### src/rtl/cpu_pkg.sv
// Shared CPU-wide constants and index types for the issue/retire datapath.
package cpu_pkg;

  localparam int REG_BITS     = 5;
  localparam int XLEN         = 32;
  localparam int ROB_ENTRIES  = 8;
  localparam int ROB_TAG_BITS = $clog2(ROB_ENTRIES);

  typedef logic [ROB_TAG_BITS-1:0] rob_tag_t;
  typedef logic [REG_BITS-1:0]     reg_idx_t;

endpackage

### src/rtl/reorder_buffer_if.sv
// Issue, completion, flush and register-file write bundle of the reorder buffer.
interface reorder_buffer_if
  import cpu_pkg::*;
#(
  parameter int ENTRIES  = ROB_ENTRIES,
  parameter int N        = REG_BITS,
  parameter int WIDTH    = XLEN,
  parameter int TAG_BITS = $clog2(ENTRIES)
) ();

  logic                alloc_valid;
  logic [N-1:0]        alloc_rd;
  logic                alloc_ready;
  logic [TAG_BITS-1:0] alloc_tag;
  logic                cmpl_valid;
  logic [TAG_BITS-1:0] cmpl_tag;
  logic [WIDTH-1:0]    cmpl_data;
  logic                flush;
  logic                wenable;
  logic [N-1:0]        reg_in;
  logic [WIDTH-1:0]    din;
  logic [TAG_BITS:0]   count;

  modport master (
    output alloc_valid, alloc_rd, cmpl_valid, cmpl_tag, cmpl_data, flush,
    input  alloc_ready, alloc_tag, wenable, reg_in, din, count
  );

  modport slave (
    input  alloc_valid, alloc_rd, cmpl_valid, cmpl_tag, cmpl_data, flush,
    output alloc_ready, alloc_tag, wenable, reg_in, din, count
  );

endinterface

### src/rtl/reorder_buffer.sv
// In-order commit buffer: allocates per destination, completes out of order by tag,
// retires one entry per cycle into the register file write port.
module reorder_buffer
  import cpu_pkg::*;
#(
  parameter int ENTRIES  = ROB_ENTRIES,
  parameter int N        = REG_BITS,
  parameter int WIDTH    = XLEN,
  parameter int TAG_BITS = $clog2(ENTRIES)
) (
  input logic             clk,
  input logic             rst,
  reorder_buffer_if.slave bus
);

  localparam logic [TAG_BITS:0] PTR_ONE = {{TAG_BITS{1'b0}}, 1'b1};

  logic [TAG_BITS:0]   head_r;
  logic [TAG_BITS:0]   tail_r;
  logic [ENTRIES-1:0]  valid_r;
  logic [ENTRIES-1:0]  done_r;
  logic [N-1:0]        rd_r   [ENTRIES];
  logic [WIDTH-1:0]    data_r [ENTRIES];
  logic                wenable_r;
  logic [N-1:0]        reg_in_r;
  logic [WIDTH-1:0]    din_r;

  logic [TAG_BITS-1:0] head_idx_s;
  logic [TAG_BITS-1:0] tail_idx_s;
  logic                full_s;
  logic                alloc_fire_s;
  logic                cmpl_fire_s;
  logic                commit_s;

  // Decode occupancy and the three per-cycle events from current state only
  always_comb begin
    head_idx_s   = head_r[TAG_BITS-1:0];
    tail_idx_s   = tail_r[TAG_BITS-1:0];
    full_s       = (head_idx_s == tail_idx_s) && (head_r[TAG_BITS] != tail_r[TAG_BITS]);
    alloc_fire_s = bus.alloc_valid && !full_s;
    cmpl_fire_s  = bus.cmpl_valid && valid_r[bus.cmpl_tag];
    commit_s     = valid_r[head_idx_s] && done_r[head_idx_s];
  end

  // Head/tail pointers with wrap bit; flush rewinds both to zero
  always_ff @(posedge clk or posedge rst) begin
    if (rst) begin
      head_r <= {(TAG_BITS+1){1'b0}};
      tail_r <= {(TAG_BITS+1){1'b0}};
    end else if (bus.flush) begin
      head_r <= {(TAG_BITS+1){1'b0}};
      tail_r <= {(TAG_BITS+1){1'b0}};
    end else begin
      if (alloc_fire_s) begin
        tail_r <= tail_r + PTR_ONE;
      end
      if (commit_s) begin
        head_r <= head_r + PTR_ONE;
      end
    end
  end

  // Entry valid/done flags; a retiring entry's clear overrides a late re-completion
  always_ff @(posedge clk or posedge rst) begin
    if (rst) begin
      valid_r <= {ENTRIES{1'b0}};
      done_r  <= {ENTRIES{1'b0}};
    end else if (bus.flush) begin
      valid_r <= {ENTRIES{1'b0}};
      done_r  <= {ENTRIES{1'b0}};
    end else begin
      if (cmpl_fire_s) begin
        done_r[bus.cmpl_tag] <= 1'b1;
      end
      if (alloc_fire_s) begin
        valid_r[tail_idx_s] <= 1'b1;
        done_r[tail_idx_s]  <= 1'b0;
      end
      if (commit_s) begin
        valid_r[head_idx_s] <= 1'b0;
        done_r[head_idx_s]  <= 1'b0;
      end
    end
  end

  // Entry payload; contents are qualified by valid/done so no reset is needed
  always_ff @(posedge clk) begin
    if (!bus.flush) begin
      if (alloc_fire_s) begin
        rd_r[tail_idx_s] <= bus.alloc_rd;
      end
      if (cmpl_fire_s) begin
        data_r[bus.cmpl_tag] <= bus.cmpl_data;
      end
    end
  end

  // Registered register-file write port; x0 retires without a write
  always_ff @(posedge clk or posedge rst) begin
    if (rst) begin
      wenable_r <= 1'b0;
      reg_in_r  <= {N{1'b0}};
      din_r     <= {WIDTH{1'b0}};
    end else if (bus.flush) begin
      wenable_r <= 1'b0;
    end else if (commit_s) begin
      wenable_r <= (rd_r[head_idx_s] != {N{1'b0}});
      reg_in_r  <= rd_r[head_idx_s];
      din_r     <= data_r[head_idx_s];
    end else begin
      wenable_r <= 1'b0;
    end
  end

  assign bus.alloc_ready = !full_s;
  assign bus.alloc_tag   = tail_idx_s;
  assign bus.count       = tail_r - head_r;
  assign bus.wenable     = wenable_r;
  assign bus.reg_in      = reg_in_r;
  assign bus.din         = din_r;

endmodule

### src/flat_wrapper.sv
// flat-port wrapper written by rule: the top's interface ports become plain ports
module reorder_buffer_flat import cpu_pkg::*;
#(
  parameter int ENTRIES  = ROB_ENTRIES,
  parameter int N        = REG_BITS,
  parameter int WIDTH    = XLEN,
  parameter int TAG_BITS = $clog2(ENTRIES)
)
  (clk, rst, bus_alloc_valid, bus_alloc_rd, bus_cmpl_valid, bus_cmpl_tag, bus_cmpl_data, bus_flush, bus_alloc_ready, bus_alloc_tag, bus_wenable, bus_reg_in, bus_din, bus_count);
  reorder_buffer_if #(.ENTRIES(ENTRIES), .N(N), .WIDTH(WIDTH), .TAG_BITS(TAG_BITS)) bus_i ();
  input logic clk;
  input logic rst;
  input wire logic [$bits(bus_i.alloc_valid)-1:0] bus_alloc_valid;
  input wire logic [$bits(bus_i.alloc_rd)-1:0] bus_alloc_rd;
  input wire logic [$bits(bus_i.cmpl_valid)-1:0] bus_cmpl_valid;
  input wire logic [$bits(bus_i.cmpl_tag)-1:0] bus_cmpl_tag;
  input wire logic [$bits(bus_i.cmpl_data)-1:0] bus_cmpl_data;
  input wire logic [$bits(bus_i.flush)-1:0] bus_flush;
  output wire logic [$bits(bus_i.alloc_ready)-1:0] bus_alloc_ready;
  output wire logic [$bits(bus_i.alloc_tag)-1:0] bus_alloc_tag;
  output wire logic [$bits(bus_i.wenable)-1:0] bus_wenable;
  output wire logic [$bits(bus_i.reg_in)-1:0] bus_reg_in;
  output wire logic [$bits(bus_i.din)-1:0] bus_din;
  output wire logic [$bits(bus_i.count)-1:0] bus_count;
  assign bus_i.alloc_valid = bus_alloc_valid;
  assign bus_i.alloc_rd = bus_alloc_rd;
  assign bus_i.cmpl_valid = bus_cmpl_valid;
  assign bus_i.cmpl_tag = bus_cmpl_tag;
  assign bus_i.cmpl_data = bus_cmpl_data;
  assign bus_i.flush = bus_flush;
  assign bus_alloc_ready = bus_i.alloc_ready;
  assign bus_alloc_tag = bus_i.alloc_tag;
  assign bus_wenable = bus_i.wenable;
  assign bus_reg_in = bus_i.reg_in;
  assign bus_din = bus_i.din;
  assign bus_count = bus_i.count;
  reorder_buffer #(.ENTRIES(ENTRIES), .N(N), .WIDTH(WIDTH), .TAG_BITS(TAG_BITS)) u_core (.clk(clk), .rst(rst), .bus(bus_i));
endmodule
### config.mk
export PLATFORM = sky130hd
export DESIGN_NAME = reorder_buffer_flat
export DESIGN_NICKNAME = d
export VERILOG_FILES = /design/src/rtl/cpu_pkg.sv /design/src/rtl/reorder_buffer_if.sv /design/src/rtl/reorder_buffer.sv /design/src/flat_wrapper.sv
export SDC_FILE = /design/constraint.sdc
export NUM_CORES = 1
export LEC_CHECK = 0
export CAP_MARGIN = 10
export CORE_ASPECT_RATIO = 0.6
export CORE_MARGIN = 8
export CORE_UTILIZATION = 50
export CTS_CLUSTER_DIAMETER = 30
export CTS_CLUSTER_SIZE = 40
export DETAILED_ROUTE_END_ITERATION = 10
export MAX_ROUTING_LAYER = met4
export PLACE_DENSITY_LB_ADDON = 0.12
export REMOVE_ABC_BUFFERS = 1
export SYNTH_ARGS = -nofsm -noshare
export SYNTH_HDL_FRONTEND = slang
export SYNTH_SLANG_ARGS = --single-unit
### constraint.sdc
create_clock -name clk -period 2.7 [get_ports clk]
set_input_delay 0.405 -clock clk [delete_from_list [all_inputs] [get_ports clk]]
set_output_delay 0.405 -clock clk [all_outputs]
set_load 0.02 [all_outputs]
# Yosys cells after proc, flatten, opt, wreduce, memory -nomap -nowiden
# Memories as Yosys holds them, arrays and structs flattened. A register that Yosys moved wholly into a read port is not among the register bits.
# Index checks and enable logic that the tools add are counted.
# op_classes
eq_ne	2
addsub	3
mux	34
order_cmp	6
bitwise	8
n_reduce_logical	12
# ops
operator	count
$mux W8	10
$and A8 B8 Y8	3
$mux W4	4
$not A8 Y8	2
$or A8 B8 Y8	2
$mux W1	14
$lt A3 B4 Y1 const B	3
$bmux W1 S3	3
$demux W1 S3	3
$ge A3 B1 Y1 const B	3
$add A4 B1 Y4 const B	2
$logic_and A1 B1 Y1	7
$reduce_bool A5 Y1	1
$reduce_bool A2 Y1	2
$sub A4 B4 Y4	1
$eq A3 B3 Y1	1
$reduce_and A2 Y1	1
$logic_not A1 Y1	1
$ne A1 B1 Y1	1
$not A1 Y1	1
# word_totals
mem_bits_rw	296
word_cells	73
ff_bits	30
out_inout_bits	46
memories	2
input_bits	45
# mem_list
memory	depth	width	rd	rd_clocked_by_memory_dff	wr	line_no	rtl
u_core.data_r	8	32	1	1	1	reorder_buffer.sv:23	logic [WIDTH-1:0] data_r [ENTRIES];
u_core.rd_r	8	5	1	0	1	reorder_buffer.sv:22	logic [N-1:0] rd_r [ENTRIES];

# Depth between registers and ports, before layout
# depth
ltp_word	13
depth_mapped	9
mapped_depth_nobuf	7

# Worst setup path before layout
# OpenSTA, ideal clock, no wires.
# synth_path
kind	input to register
start	in bus_cmpl_tag[0]
end	mem u_core.data_r[0][0] in the netlist's numbering, enable pin
cell_stages	4
t_arrival_ns	2.515
setup_ns	0.421
slack_ns	-0.236
required_ns	2.279
path_buffers	0
cell_sequence	mux4_2 > mux2i_1 > or3_1 > nor2_1
# synth_between
elab_chain_cells	6
# synth_rtl
element	line_no	rtl
start: declaration	flat_wrapper.sv:16	input wire logic [$bits(bus_i.cmpl_tag)-1:0] bus_cmpl_tag;
$bmux W1 S3	reorder_buffer.sv:41	cmpl_fire_s = bus.cmpl_valid && valid_r[bus.cmpl_tag];
$mux W1 (implied by the code)	reorder_buffer.sv:41	
$logic_and A1 B1 Y1	reorder_buffer.sv:41	
$mux W1	reorder_buffer.sv:92	if (cmpl_fire_s) begin
$mux W1	reorder_buffer.sv:88	if (!bus.flush) begin
$mux W1 (implied by the code)	reorder_buffer.sv:93	data_r[bus.cmpl_tag] <= bus.cmpl_data;
end: declaration	reorder_buffer.sv:23	
# Parallel ways exist; a longest one is shown, timed or not. The select of a mux whose other input is x is not followed.

# Final worst setup path
# layout_path
start	reg u_core.tail_r[0]
end	out bus_count[2]
# layout_between
elab_chain_cells	1
# layout_rtl
element	line_no	rtl
start: declaration	reorder_buffer.sv:19	logic [TAG_BITS:0] tail_r;
start signal: assignment	reorder_buffer.sv:49	tail_r <= {(TAG_BITS+1){1'b0}};
start signal: assignment	reorder_buffer.sv:52	tail_r <= {(TAG_BITS+1){1'b0}};
start signal: assignment	reorder_buffer.sv:55	tail_r <= tail_r + PTR_ONE;
$sub A4 B4 Y4	reorder_buffer.sv:117	assign bus.count = tail_r - head_r;
end: declaration	flat_wrapper.sv:24	output wire logic [$bits(bus_i.count)-1:0] bus_count;
# No other way between the ends.

==> metrics.txt <==
drt drc 0; asr flop ratio synth 0.173; Pwr Total approximately 12000 uW; DIE HEIGHT 144 um; largest net degree at the start of global routing 63; Core Box Area 0.0272 sq mm; P per Cell Area approximately 730 mW/mm^2; Mapped Cells roughly 800; most numerous cell in the Yosys netlist edfxtp_1; Post-synth EDFFs approximately 300; CTS buffer count 46; Post-Layout Cell Count between 1000 and 1500; status complete, no violations; fin. max-slew vios 0; share of post-route cells with drive strength above 1 0.180; slew margin rel. 0.217; Max stage delay cell, worst path dfrtp_1; Area contributors post-synth edfxtp_1, dfrtp_1, a22oi_1; Wirelength per Cell between 20 and 25 um; Die ar. about 0.033 sq mm; Avg Vias per Cell roughly 6.0; crit end category output pin; Leakage Power 0.00584 uW; hold_buf cts 0; Critical Path RT approximately 2.3 ns; initial core utilization 0.503; CTS tree yes; Synth Flop Type edfxtp_1; mean post-synth cell area 17.0 sq um; Placer Congestion between 0.8 and 0.9; global route overflow 0; H-Tree Depth 2; clock tree buffer depth 3; worst hold-check path type input pin to asynchronous set/reset pin; P&R area growth vs syn 24.5%; wire length of the first global-routing pass 51200 um; GRT Overall Usage 0.209; crit path DAT between 2 and 2.5 ns; die width 230 um; clock sink count between 300 and 400; final setup fails 0; critical path's largest stage delay just over 0.4 ns; CP Buf/Inv Count 2; clk_lat worst skew approximately 0.55 ns; crit path kind register to output pin; vias after detailed routing 8089; HPWL Detailed around 20000 um; Final Util 0.626; Fin. Hold Viols 0; IO buf count 90; Slew @ Worst Pin ~1.2 ns; Syn Std Cell Area between 0.01 and 0.015 sq mm; RSZ-0062 raised after global routing no; Detailed Route WL roughly 33000 um; Worst-path clk slew roughly 0.050 ns; fmax 382 MHz; area leader, netlist edfxtp_1; post-synthesis sequential area ratio 0.762; Yosys cell types 57; final worst-path cycle share 0.969; clock root buffer master clkbuf_16; CP top delay family adder cells; # placed instances 1266; I/O pins a little over 90; DRT antenna net count 0; DR iter-0 viols around 830; maxcap violations 0; vias in the first global route ~8400; crit-path cells inv_1, ha_1, fa_1, xnor2_1, clkdlybuf4s15_1; Critical Path Start Type register; Yosys top cell area share 0.649; peak fanout along the critical path 5; initial antenna violation count 0; Nets 1000; worst vdd ir 0.000579 V; Synth warnings 0; Final min period between 2 and 3 ns; Synth top cells by count edfxtp_1, a22oi_1, dfrtp_1; num rows 47; skew final between 0.02 and 0.025 ns; drt pass-1 iters 6; register bit total from synthesis about 360
-- path summary, 6_finish.rpt --
path / from / to / slack, ns / depth (start not counted)
max: u_core.tail_r[0] / bus_count[2] / 0.08 / 5
min: rst / u_core.bus.reg_in[3] / 0.27 / 3
max reg2reg: u_core.head_r[1] / u_core.head_r[3] / 0.26 / 6
min reg2reg: u_core.bus.din[14] / u_core.bus.din[14] / 0.49 / 1
max in group asynchronous: rst / u_core.head_r[0] / 2.08 / 3
min in group clk: u_core.bus.din[14] / u_core.bus.din[14] / 0.49 / 1
-- per-layer routing --
metal	routed length, um	GRT usage	vias to the layer above
li1	-	-	3562
met1	15000	0.294	4110
met2	14900	0.312	374
met3	2870	0.0472	43
met4	487	0.0452	0
met5	0	-	-
-- stage by stage --
step / hold slack (ns) / cell area, sq um / setup TNS, ns / worst slack (ns)
floorplan: 0.468 / 13400 / -44.94 / -0.375
global placement: 0.474 / 15500 / -40.82 / -0.340
detailed placement: 0.480 / 15500 / -43.17 / -0.396
CTS: 0.279 / 17000 / 0 / 0.0537
global route: 0.317 / 17000 / 0 / 0.0106
finish: 0.272 / 17100 / 0 / 0.0846
-- timing repair --
item,4_1_cts,5_1_grt
setup buffers,0,0
setup endpoints to repair,4,2
resized for setup,5,4
-- area by class of cell --
class | instances | area [sq um]
Inverter | 15 | 56.3
Clock inverter | 34 | 348
Tap cell | 367 | 459
Sequential cell | 358 | 10400
Antenna cell | 1 | 2.50
Multi-Input combinational cell | 382 | 3040
Clock buffer | 50 | 1190
Timing Repair Buffer | 146 | 1510
Fill cell | 1949 | 10200
-- worst register-to-register path, stage by stage, from the launching register on --
cell and delay [ns]:
dfrtp_1 0.38, buf_4 0.40, nand3b_1 0.14, a21oi_1 0.33, a211oi_2 0.12, nor4_2 0.57
mux2_2 0.40
-- layout by cell type (no fill, tap or decap), types with 12 or more instances in the layout --
cell type	Yosys	layout
edfxtp_1	296	296
a22oi_1	104	104
clkdlybuf4s50_1	0	86
dfrtp_1	62	61
clkbuf_16	0	47
buf_4	8	40
mux2_1	28	28
nor2_1	32	22
nand4_1	20	20
buf_12	0	16
a221oi_1	15	15
nand3_1	15	15
mux2i_1	13	13
inv_1	13	12
a21oi_1	12	12
a22o_1	12	12
-- flip-flops by register name, indices dropped and copies added, names as in the netlist --
name	count
u_core.bus.din	32
u_core.data_r	256
u_core.valid_r	8
u_core.rd_r	40
u_core.head_r	4
u_core.bus.reg_in	5
u_core.tail_r	4
u_core.done_r	8
u_core.bus.wenable	1
-- cells by family after synthesis --
group	synth area share
xor+xnor	0.00320
buf+inv	0.0229
simple gates	0.0526
flops	0.762
mux	0.0490
fa+ha+maj	0.00603
compound gates	0.104
-- power breakdown --
group	internal [uW]	total (uW)	switching (uW)
registers	6030	6060	27.8
logic	178	410	232
clock network	3570	6020	2450
total	9780	12500	2710
No activity file was read; power rests on OpenSTA's default activity.
